## src/rtl/nrisc_exec_pkg.sv

```systemverilog
// Purpose: shared constants for the nRISC execute stage (ULA control codes, flag bit positions).
// Latency: n/a (constants only).
// Backpressure: n/a.
// Contents: CTRL_W/FLAG_W widths, ULA control codes, flag bit indices within {minus, zero, carry}.

package nrisc_exec_pkg;

   localparam int CTRL_W = 4;
   localparam int FLAG_W = 3;

   // ULA control codes
   localparam logic [CTRL_W-1:0] ADD  = 4'h0;
   localparam logic [CTRL_W-1:0] SUB  = 4'h1;
   localparam logic [CTRL_W-1:0] AND  = 4'h2;
   localparam logic [CTRL_W-1:0] NAND = 4'h3;
   localparam logic [CTRL_W-1:0] OR   = 4'h4;
   localparam logic [CTRL_W-1:0] XOR  = 4'h6;
   localparam logic [CTRL_W-1:0] SHR  = 4'h8;
   localparam logic [CTRL_W-1:0] ROTR = 4'h9;
   localparam logic [CTRL_W-1:0] SAR  = 4'hA;
   localparam logic [CTRL_W-1:0] SHL  = 4'hC;
   localparam logic [CTRL_W-1:0] ROTL = 4'hE;

   // Bit positions inside the {minus, zero, carry} flag vector
   localparam int MINUS = 2;
   localparam int ZERO  = 1;
   localparam int CARRY = 0;

endpackage

```

## src/rtl/nrisc_exec_perf.sv

```systemverilog
// Purpose: completed-operation and E1-stall performance counters for the execute stage.
// Latency: counters reflect an event one edge after it is presented.
// Backpressure: none; pure event counting, both counters wrap and clear only on rst.
// Ports: clk, rst (sync, active-high), op_done/stall event strobes, perf_ops/perf_stall counts.

module nrisc_exec_perf
   import nrisc_exec_pkg::*;
#(
   parameter int CNT_W = 32
)(
   input  logic             clk,
   input  logic             rst,
   input  logic             op_done,
   input  logic             stall,
   output logic [CNT_W-1:0] perf_ops,
   output logic [CNT_W-1:0] perf_stall
);

   always_ff @(posedge clk) begin
      if (rst) begin
         perf_ops   <= '0;
         perf_stall <= '0;
      end else begin
         if (op_done) perf_ops   <= perf_ops + 1'b1;
         if (stall)   perf_stall <= perf_stall + 1'b1;
      end
   end

endmodule

```

## src/rtl/nrisc_ula_exec_stage.sv

```systemverilog
// Purpose: execute stage; E1 register drives the combinational ULA, result/flags captured into writeback.
// Latency: op accepted at edge N is presented on out_valid after edge N+1; 1 op/cycle at full rate.
// Backpressure: out_valid & ~out_ready holds the output; E1 then holds and in_ready drops when E1 is full.
// Ports: clk/rst (sync, active-high), flush, in_* upstream handshake + decoded op, ula_* to/from ULA,
//        out_* writeback handshake, flags_q architectural {minus, zero, carry}, perf_ops/perf_stall.
// Option: NRISC_EXEC_PERF_EN builds the performance counters; otherwise both outputs are tied to 0.

module nrisc_ula_exec_stage
   import nrisc_exec_pkg::*;
#(
   parameter int TAM   = 16,
   parameter int REG_W = 4,
   parameter int CNT_W = 32
)(
   input  logic              clk,
   input  logic              rst,
   input  logic              flush,
   input  logic              in_valid,
   output logic              in_ready,
   input  logic [TAM-1:0]    in_a,
   input  logic [TAM-1:0]    in_b,
   input  logic [CTRL_W-1:0] in_ctrl,
   input  logic [REG_W-1:0]  in_dest,
   input  logic              in_flag_we,
   output logic [TAM-1:0]    ula_a,
   output logic [TAM-1:0]    ula_b,
   output logic [CTRL_W-1:0] ula_ctrl,
   input  logic [TAM-1:0]    ula_out,
   input  logic [FLAG_W-1:0] ula_flags,
   output logic              out_valid,
   input  logic              out_ready,
   output logic [TAM-1:0]    out_data,
   output logic [REG_W-1:0]  out_dest,
   output logic [FLAG_W-1:0] flags_q,
   output logic [CNT_W-1:0]  perf_ops,
   output logic [CNT_W-1:0]  perf_stall
);

   logic              e1_valid;
   logic [TAM-1:0]    e1_a;
   logic [TAM-1:0]    e1_b;
   logic [CTRL_W-1:0] e1_ctrl;
   logic [REG_W-1:0]  e1_dest;
   logic              e1_flag_we;

   logic e1_adv;
   logic e1_move;
   logic take;

   // e1_adv is the pure pipeline condition; e1_move additionally blocks writes
   // into the output/flag registers on a flush edge.
   assign e1_adv   = e1_valid & (~out_valid | out_ready);
   assign e1_move  = e1_adv & ~flush;
   assign in_ready = ~flush & (~e1_valid | e1_adv);
   assign take     = in_valid & in_ready;

   // ULA inputs come straight from E1 and keep their last value while E1 is empty
   assign ula_a    = e1_a;
   assign ula_b    = e1_b;
   assign ula_ctrl = e1_ctrl;

   always_ff @(posedge clk) begin
      if (rst) begin
         e1_valid   <= 1'b0;
         e1_a       <= '0;
         e1_b       <= '0;
         e1_ctrl    <= '0;
         e1_dest    <= '0;
         e1_flag_we <= 1'b0;
         out_valid  <= 1'b0;
         out_data   <= '0;
         out_dest   <= '0;
         flags_q    <= '0;
      end else begin
         if (take) begin
            e1_a       <= in_a;
            e1_b       <= in_b;
            e1_ctrl    <= in_ctrl;
            e1_dest    <= in_dest;
            e1_flag_we <= in_flag_we;
         end

         if (flush)       e1_valid <= 1'b0;
         else if (take)   e1_valid <= 1'b1;
         else if (e1_adv) e1_valid <= 1'b0;

         if (e1_move) begin
            out_data <= ula_out;
            out_dest <= e1_dest;
         end

         if (flush)                       out_valid <= 1'b0;
         else if (e1_adv)                 out_valid <= 1'b1;
         else if (out_valid && out_ready) out_valid <= 1'b0;

         if (e1_move && e1_flag_we) flags_q <= ula_flags;
      end
   end

`ifdef NRISC_EXEC_PERF_EN
   logic op_done;
   logic stall;

   // A handshake coincident with flush still completes the op
   assign op_done = out_valid & out_ready;
   assign stall   = e1_valid & ~e1_adv & ~flush;

   nrisc_exec_perf #(.CNT_W(CNT_W)) u_perf (
      .clk        (clk),
      .rst        (rst),
      .op_done    (op_done),
      .stall      (stall),
      .perf_ops   (perf_ops),
      .perf_stall (perf_stall)
   );
`else
   assign perf_ops   = '0;
   assign perf_stall = '0;
`endif

endmodule

```

## config.mk

```make
export PLATFORM = sky130hd
export DESIGN_NAME = nrisc_ula_exec_stage
export DESIGN_NICKNAME = d
export VERILOG_FILES = /design/src/rtl/nrisc_exec_pkg.sv /design/src/rtl/nrisc_exec_perf.sv /design/src/rtl/nrisc_ula_exec_stage.sv
export SDC_FILE = /design/constraint.sdc
export NUM_CORES = 1
export LEC_CHECK = 0
export BUFFER_PORTS_ARGS = -buffer_cell sky130_fd_sc_hd__buf_2
export CORE_MARGIN = 1
export CORE_UTILIZATION = 25
export CTS_BUF_LIST = sky130_fd_sc_hd__clkbuf_4
export DETAILED_ROUTE_END_ITERATION = 8
export GPL_ROUTABILITY_DRIVEN = 0
export PLACE_DENSITY = 0.57
export SYNTH_ARGS = -nofsm -noshare
export SYNTH_HDL_FRONTEND = slang
export SYNTH_HIERARCHICAL = 1
export SYNTH_SLANG_ARGS = --single-unit
```

## constraint.sdc

```tcl
create_clock -name clk -period 2.1 [get_ports clk]
set_clock_uncertainty 0.2 [all_clocks]
set_input_delay 0 -clock clk [delete_from_list [all_inputs] [get_ports clk]]
set_output_delay 0 -clock clk [all_outputs]
set_load 0.02 [all_outputs]
```

==> results of run 1 <==
[logic make-up after synthesis]
kind of cell | count (synthesis) | synth area share
AND/OR/NAND/NOR | 113 | 0.205
buffers and inverters | 89 | 0.196
flip-flops | 66 | 0.396
AO/OA/AOI/OAI | 49 | 0.0790
multiplexers | 41 | 0.123
other | 1 | 0.00112
[through the flow]
stage | setup WS, ps | cells | total power, uW
final | 94.7 | 759 | 2770
after global routing | 10.8 | 759 | 2930
after CTS | 103 | 757 | 2800
after detailed placement | 384 | 637 | 1790
after global placement | 467 | 637 | 1780
after floorplan | 548 | 422 | 1750
[registers in the layout, summed over array words and instances (netlist names), 3 cells and up]
signal and flops:
flags_q 3, out_data 16, ula_ctrl 4, ula_a 16, out_dest 4, ula_b 16
e1_dest 4
[worst paths after layout]
path / start / to / slack, ps / cells after the start
hold / removal: in_valid / ula_a[13]$_SDFFE_PP0P_ / 40 / 5
setup / recovery: out_valid$_SDFFE_PP0P_ / ula_b[0]$_SDFFE_PP0P_ / 90 / 5
hold reg to reg: e1_dest[3]$_SDFFE_PP0P_ / out_dest[3]$_SDFFE_PP0P_ / 280 / 2
setup reg to reg: out_valid$_SDFFE_PP0P_ / ula_b[0]$_SDFFE_PP0P_ / 90 / 5
[critical path, stage by stage, from the launching register on]
cell           delay (ps)
dfxtp_1               330
nor2b_4               140
a21oi_4               270
clkbuf_16             280
mux2i_1               190
dlygate4sd3_1         550
[cells in the final DEF (no fill, tap or decap)]
cell type      netlist  final
buf_2                7    125
dlygate4sd3_1        0    104
nand2b_1            85     85
dfxtp_1             66     66
conb_1               1     64
mux2i_1             41     41
a21oi_1             25     25
nand3_1             20     20
o21ai_0             17     17
clkbuf_4             0     10
buf_4               64      4
o21ai_1              3      3
nand4_1              3      3
o31ai_1              3      3
nor3_1               2      2
clkinv_1             0      2
clkinvlp_4           0      2
clkbuf_16            0      2
buf_12               4      2
nor2b_4              1      1
and2b_1              1      1
inv_1                1      1
a21oi_4              1      1
nor2_1               1      1
bufinv_16            0      1
clkinv_2             0      1
[layout make-up]
type	count	area, um^2	area share
clock buffer	10	75.1	0.0148
clock inverter	6	57.6	0.0114
inverter	1	3.75	0.000742
multi-input combinational	267	1600	0.316
sequential	66	1320	0.261
tap	172	215	0.0425
timing repair buffer	237	1790	0.353
[power groups by stage]
stage,Combinational (uW),Sequential (uW),Clock (uW)
floorplan,349,1400,0
global placement,428,1350,0
detailed placement,434,1350,0
CTS,579,1330,898
global route,643,1330,952
finish,595,1330,850
[repair_timing]
action,4_1_cts,5_1_grt
endpoints found under the setup margin,0,1
hold buffers,104,0
endpoints found under the hold margin,65,0
[synthesized netlist by cell type, drive strengths merged]
cell    instances  area share
nand2b         85        0.16
buf            77        0.18
dfxtp          66        0.40
mux2i          41        0.12
a21oi          26       0.042
nand3          20       0.030
o21ai          20       0.030
clkbuf         11       0.012
nand4           3      0.0056
o31ai           3      0.0067
nor3            2      0.0030
and2b           1      0.0022
conb            1      0.0011
inv             1      0.0011
nor2            1      0.0011
nor2b           1      0.0041
[metal layers]
metal  up-vias  wire length, um  track usage
met5         -                0            0
met4         0              105       0.0441
met3        10              614       0.0446
met2       140             4220        0.220
met1      1383             3770        0.140
li1       1508                -            -
==> reports/metrics.cfg, run 1 <==
[min_path]
hold_path_class=in -> reg

[timing]
finalSetupTns_ps=0
fmax_mhz=499
setup_viol=0
finalHoldViolations=0
finalMaxSlewViolations=0
rsz0062_at_grt=false
finalCriticalPeriod_ps=2010
post-route-period-util=0.955
slew_headroom=0.482
worst_pin_slew_ps=778
whs_ps=42.5

[grt]
grt_remaining_overflow=0
antenna_found_initial=0
track_usage=0.126
grt_pass1_wl_mm=14.0
grt_pass1_vias=3028
grt_max_degree=59

[power_and_ir_drop]
power_density_mw_per_mm2=548
comb_power_share=0.215
p_seq_frac=0.479
power_switching_share=0.296
intPower_uw=1950
ir_drop_mv=0.265
p_clk_frac=0.307
power_switching_uw=819
p_leak_uw=0.00231

[yosys]
ys_types=22
synthesis.area_mm2=0.00334
yosysSeqAreaShare=0.396
synth_cells=359
ys_ff_latch=66
avgSynthCellArea_um2=9.31
yosysWarnings=6

[floorplan]
ioPinCount=190
die-area_mm2=0.0138
core_mm2=0.0128
dieHeight_um=118
start_util=0.260
fp-row-count=41
die_x_um=118

[clock_network]
cts_resized=0
cts_tree=built
path_clk_slew_ps=120
clock-root-buffer=clkbuf_4
cts_buffers=9
clock-sinks=66
clk_path_buf_depth=2
clkLatencyLatePin_ps=430
htree_levels=3
post_cts_buffers=0

[layout]
fin_util=0.395
area_growth_syn_to_layout_pct=51.5
final_area_mm2=0.00506
fillers=1295
drive_above_1_share=0.254
n_antenna_cell=0
finalNetCount=647

[status]
status=finished clean

[critical_path]
critPathKind=reg -> reg
cp_data_arrival_time_ps=2200
cp-start-kind=register
crit_path_end_kind=register
crit_path_max_fanout=20
crit_required_ps=2290

[routing]
ant_nets=0
remaining_drc_errors=0
wl_mm=8.70
firstDrtPassIters=4
vias=3041
wl_per_cell_um=11.5
drt-initial-drc-count=87
vias_per_cell=4.01

[flow_run]
cap_violations=0

[placement]
port_buffers=125
placed_area_mm2=0.00384
dp_hpwl_mm=5.04

No activity file was read; power rests on OpenSTA's default activity.
==> inputs of run 2 (changes only) <==
PLACE_DENSITY = default   (was 0.57)
PLACE_DENSITY_LB_ADDON = 0.3   (was default)
==> run 2 against run 1 <==
Effect of this change: global-route usage is 0.98 points lower; via count down 6.1%; maximum frequency increased by 6.3%; sequential cell count unchanged; sequential power about the same; power shrank 3.0%; cell count shrank 5.1%; critical endpoint is now e1_valid$_SDFFE_PP0P_.
==> reports/metrics.cfg, run 2 (synthesized netlist as in run 1, its figures left out) <==
[critical_path]
critPathKind=reg -> reg
cp_data_arrival_time_ps=2020
crit_required_ps=2230
r2r_setup_slack_ps=210
reg2reg_depth=5
crit_path_end_kind=register
cp_slowest_cell=dlygate4sd3_1
cp-start-kind=register
critPathTopFamily=buffers and inverters
cp_num_buf_inv=2
cp.depth=5
worstReg2RegStart=out_valid$_SDFFE_PP0P_
crit_path_max_fanout=26
crit_chain=nor2b_4 -> buf_4 -> a21oi_1 -> dlygate4sd3_1 -> nor3_1
critPathMaxStageDelay_ps=570
timing.rr.end=e1_valid$_SDFFE_PP0P_

[routing]
vias_per_cell=3.97
wl_mm=7.91
remaining_drc_errors=0
ant_nets=0
firstDrtPassIters=7
vias=2855
drt-initial-drc-count=64
wl_per_cell_um=11.0

[grt]
grt_pass1_wl_mm=13.0
antenna_found_initial=1
track_usage=0.116
grt_remaining_overflow=0
grt_pass1_vias=2744
grt_max_degree=42

[placement]
numPlacedInstances=638
port_buffers=125
placed_area_mm2=0.00384
dp_hpwl_mm=5.06

[floorplan]
dieHeight_um=118
core_mm2=0.0128
die-area_mm2=0.0138
die_x_um=118
fp-row-count=41
ioPinCount=190
start_util=0.260

[clock_network]
cts_buffers=9
clock-sinks=66
hold_buffers=65
clock-root-buffer=clkbuf_4
clk_path_buf_depth=2
htree_levels=3
cts_resized=0
path_clk_slew_ps=120
post_cts_buffers=0
cts_tree=built
clkLatencyLatePin_ps=400

[timing]
finalHoldViolations=0
slew_headroom=0.499
rsz0062_at_grt=false
post-route-period-util=0.898
finalSetupTns_ps=0
finalMaxSlewViolations=0
finalCriticalPeriod_ps=1890
fmax_mhz=530
worst_pin_slew_ps=751
setup_viol=0

[layout]
fin_cells=720
multiInputGateArea_mm2=0.00160
finalNetCount=607
drive_above_1_share=0.271
fillers=1307
area_growth_syn_to_layout_pct=38.6
layout_common_cells=125 x buf_2, 85 x nand2b_1, 66 x dfxtp_1
final_area_mm2=0.00463
seq_area_mm2=0.00132
layout_commonest_cell=buf_2

[power_and_ir_drop]
comb_power_share=0.196
p_clk_frac=0.310
finalPower_uw=2690
power_switching_uw=789
ir_drop_mv=0.290
p_leak_uw=0.00210
p_seq_frac=0.493
power_switching_share=0.294
power_density_mw_per_mm2=581
intPower_uw=1900

[flow_run]
cap_violations=0

[min_path]
hold_start=rst
min_delay_worst_endpoint=ula_b[7]$_SDFFE_PP0P_
hold_path_class=in -> reg
whs_path_depth=3

[status]
status=finished clean

[run 2: per-layer routing]
metal,track usage,up-vias,part of all wire,wire length (um)
li1,-,1424,-,-
met4,0.0409,0,0.011,85
met1,0.132,1283,0.44,3490
met3,0.0422,8,0.081,644
met5,0,-,0,0
met2,0.198,140,0.47,3690
[run 2: power groups by stage]
| stage | Clock, uW | Combinational, uW | Sequential, uW |
|---|---|---|---|
| 2_1_floorplan | 0 | 349 | 1400 |
| 3_3_place_gp | 0 | 431 | 1350 |
| 3_5_place_dp | 0 | 435 | 1350 |
| 4_1_cts | 884 | 528 | 1330 |
| 5_1_grt | 939 | 571 | 1330 |
| 6_report | 834 | 527 | 1330 |
[run 2: tightest hold or removal path, delay by kind of cell]
family | cells | cell delay, ps
buffers and inverters | 1 | 270
AND/OR/NAND/NOR | 1 | 220
multiplexers | 1 | 110
[run 2: worst max-delay path by stage]
stage | start | end | slack, ps
after floorplan | out_valid$_SDFFE_PP0P_ | e1_dest[0]$_SDFFE_PP0P_ | 550
after global placement | e1_valid$_SDFFE_PP0P_ | flags_q[1]$_SDFFE_PP0P_ | 450
after detailed placement | e1_valid$_SDFFE_PP0P_ | flags_q[2]$_SDFFE_PP0P_ | 420
after CTS | out_valid$_SDFFE_PP0P_ | e1_valid$_SDFFE_PP0P_ | 230
after global routing | out_valid$_SDFFE_PP0P_ | out_valid$_SDFFE_PP0P_ | 90
final | out_valid$_SDFFE_PP0P_ | e1_valid$_SDFFE_PP0P_ | 210
[run 2: cell type report]
type / instances / share of cell area
multi-input combinational: 267 / 0.346
clock buffer: 10 / 0.0162
inverter: 1 / 0.000811
sequential: 66 / 0.285
timing repair buffer: 197 / 0.292
antenna: 1 / 0.000541
clock inverter: 6 / 0.0124
tap: 172 / 0.0465
[run 2: per-stage QoR]
stage	utilization	hold slack, ps	setup slack (ps)
after floorplan	-	-123	548
after CTS	0.361	9.56	230
final	0.361	26.3	214
after detailed placement	0.300	62.7	418
after global placement	0.300	52.8	454
after global routing	0.361	56.3	88.7
==> inputs of run 3 (changes only) <==
--- a/config.mk
+++ b/config.mk
@@ -8,2 +8,3 @@
 export BUFFER_PORTS_ARGS = -buffer_cell sky130_fd_sc_hd__buf_2
+export CORE_ASPECT_RATIO = 0.75
 export CORE_MARGIN = 1
@@ -14,2 +15,3 @@
 export PLACE_DENSITY_LB_ADDON = 0.3
+export REMOVE_ABC_BUFFERS = 1
 export SYNTH_ARGS = -nofsm -noshare
--- a/constraint.sdc
+++ b/constraint.sdc
@@ -4,2 +4,2 @@
 set_output_delay 0 -clock clk [all_outputs]
-set_load 0.02 [all_outputs]
+set_load 0.1 [all_outputs]
==> run 3 against run 2 <==
Effect of this change: power increased by 24%; clock-buffer cell count increased by 1; hold slack improved by 9.4 ps; combinational power increased by 120%; register-to-register slack got worse by 20 ps.
==> reports/metrics.cfg, run 3 (synthesized netlist as in run 1, its figures left out) <==
[status]
status=finished clean

[critical_path]
r2r_setup_slack_ps=190
cp_num_buf_inv=2
cp_slowest_cell=dlygate4sd3_1
cp-start-kind=register
critPathMaxStageDelay_ps=570
crit_path_end_kind=register
crit_path_max_fanout=25
cp_data_arrival_time_ps=2060
crit_chain=nor2b_4 -> buf_4 -> a21oi_1 -> nor3_1 -> dlygate4sd3_1
crit_required_ps=2250
critPathKind=reg -> reg
critPathTopFamily=buffers and inverters

[clock_network]
path_clk_slew_ps=110
clk_path_buf_depth=2
cts_buffers=9
cts_resized=0
clock-sinks=66
htree_levels=3
clkLatencyLatePin_ps=410
clock-root-buffer=clkbuf_4
cts_tree=built

[power_and_ir_drop]
finalPower_uw=3320
comb_power_share=0.355
power_switching_share=0.426
ir_drop_mv=0.288
power_density_mw_per_mm2=721
p_leak_uw=0.00209
p_clk_frac=0.246
intPower_uw=1910
power_switching_uw=1420
p_seq_frac=0.399

[routing]
firstDrtPassIters=4
drt-initial-drc-count=110
remaining_drc_errors=0
vias_per_cell=3.92
vias=2804
wl_per_cell_um=11.0
wl_mm=7.84
ant_nets=0

[timing]
post-route-period-util=0.909
worst_pin_slew_ps=796
finalCriticalPeriod_ps=1910
finalMaxSlewViolations=0
setup_viol=0
finalSetupTns_ps=0
fmax_mhz=524
finalHoldViolations=0
slew_headroom=0.470
rsz0062_at_grt=false

[placement]
numPlacedInstances=635
port_buffers=125
placed_area_mm2=0.00383
dp_hpwl_mm=4.89

[layout]
final_area_mm2=0.00460
area_growth_syn_to_layout_pct=37.8
layout_common_cells=125 x buf_2, 85 x nand2b_1, 66 x dfxtp_1
fin_cells=715
finalNetCount=605
drive_above_1_share=0.268
fillers=1343
layout_commonest_cell=buf_2
n_antenna_cell=0

[floorplan]
dieHeight_um=102
die_x_um=135
die-area_mm2=0.0138
core_mm2=0.0130
ioPinCount=190
start_util=0.257
fp-row-count=36

[grt]
grt_remaining_overflow=0
grt_max_degree=108
grt_pass1_wl_mm=12.6
antenna_found_initial=0
track_usage=0.115
grt_pass1_vias=2734

[flow_run]
cap_violations=0

[min_path]
hold_path_class=in -> reg

[run 3: changes by cell type in the layout (fill, tap and decap cells not counted)]
cell        delta
clkbuf_4       +1
clkinv_1       -1
clkinv_2       +1
diode_2        -1
buf_4          -2
clkinvlp_4     -2
[run 3: final cells by class]
type                       instances  area (um^2)  share of cell area
multi-input combinational        267         1600               0.348
timing repair buffer             195         1340               0.291
sequential                        66         1320               0.287
tap                              171          214              0.0465
clock buffer                      11         82.6              0.0179
clock inverter                     4         43.8             0.00951
inverter                           1         3.75            0.000815
[run 3: routing by layer]
layer  routed length, um  GRT usage  vias to the layer above
met5                   0          0                        -
met4                  99     0.0432                        0
met3                 375     0.0332                        7
met2                3810      0.198                       92
met1                3550      0.136                     1292
li1                    -          -                     1413
[run 3: repair_timing]
item | CTS | global route
hold endpoints to repair | 66 | 0
buffers inserted | 0 | 0
hold buffers | 65 | 0
[run 3: power groups by stage]
stage	logic, uW	clock network (uW)	registers, uW
finish	1180	816	1330
global route	1230	932	1330
CTS	1180	878	1330
detailed placement	1090	0	1350
global placement	1080	0	1350
floorplan	623	0	1660
[run 3: tightest hold or removal path, stage by stage]
cell	delay (ps)
buf_2	110
nand2b_1	100
a21oi_4	50
buf_12	200
mux2i_1	140
[run 3: metrics by stage]
step	utilization	hold slack [ps]	worst slack, ps
2_1_floorplan	-	-131	-588
3_3_place_gp	0.294	34.2	393
3_5_place_dp	0.294	42.0	338
4_1_cts	0.354	5.72	203
5_1_grt	0.354	13.5	54.9
6_report	0.354	35.7	191
[run 3: final timing paths]
path              depth (start not counted)                        to                    start
setup / recovery                          5     e1_valid$_SDFFE_PP0P_   out_valid$_SDFFE_PP0P_
hold / removal                            5   e1_flag_we$_SDFFE_PP0P_                 in_valid
setup reg to reg                          5     e1_valid$_SDFFE_PP0P_   out_valid$_SDFFE_PP0P_
hold reg to reg                           2  out_dest[1]$_SDFFE_PP0P_  e1_dest[1]$_SDFFE_PP0P_
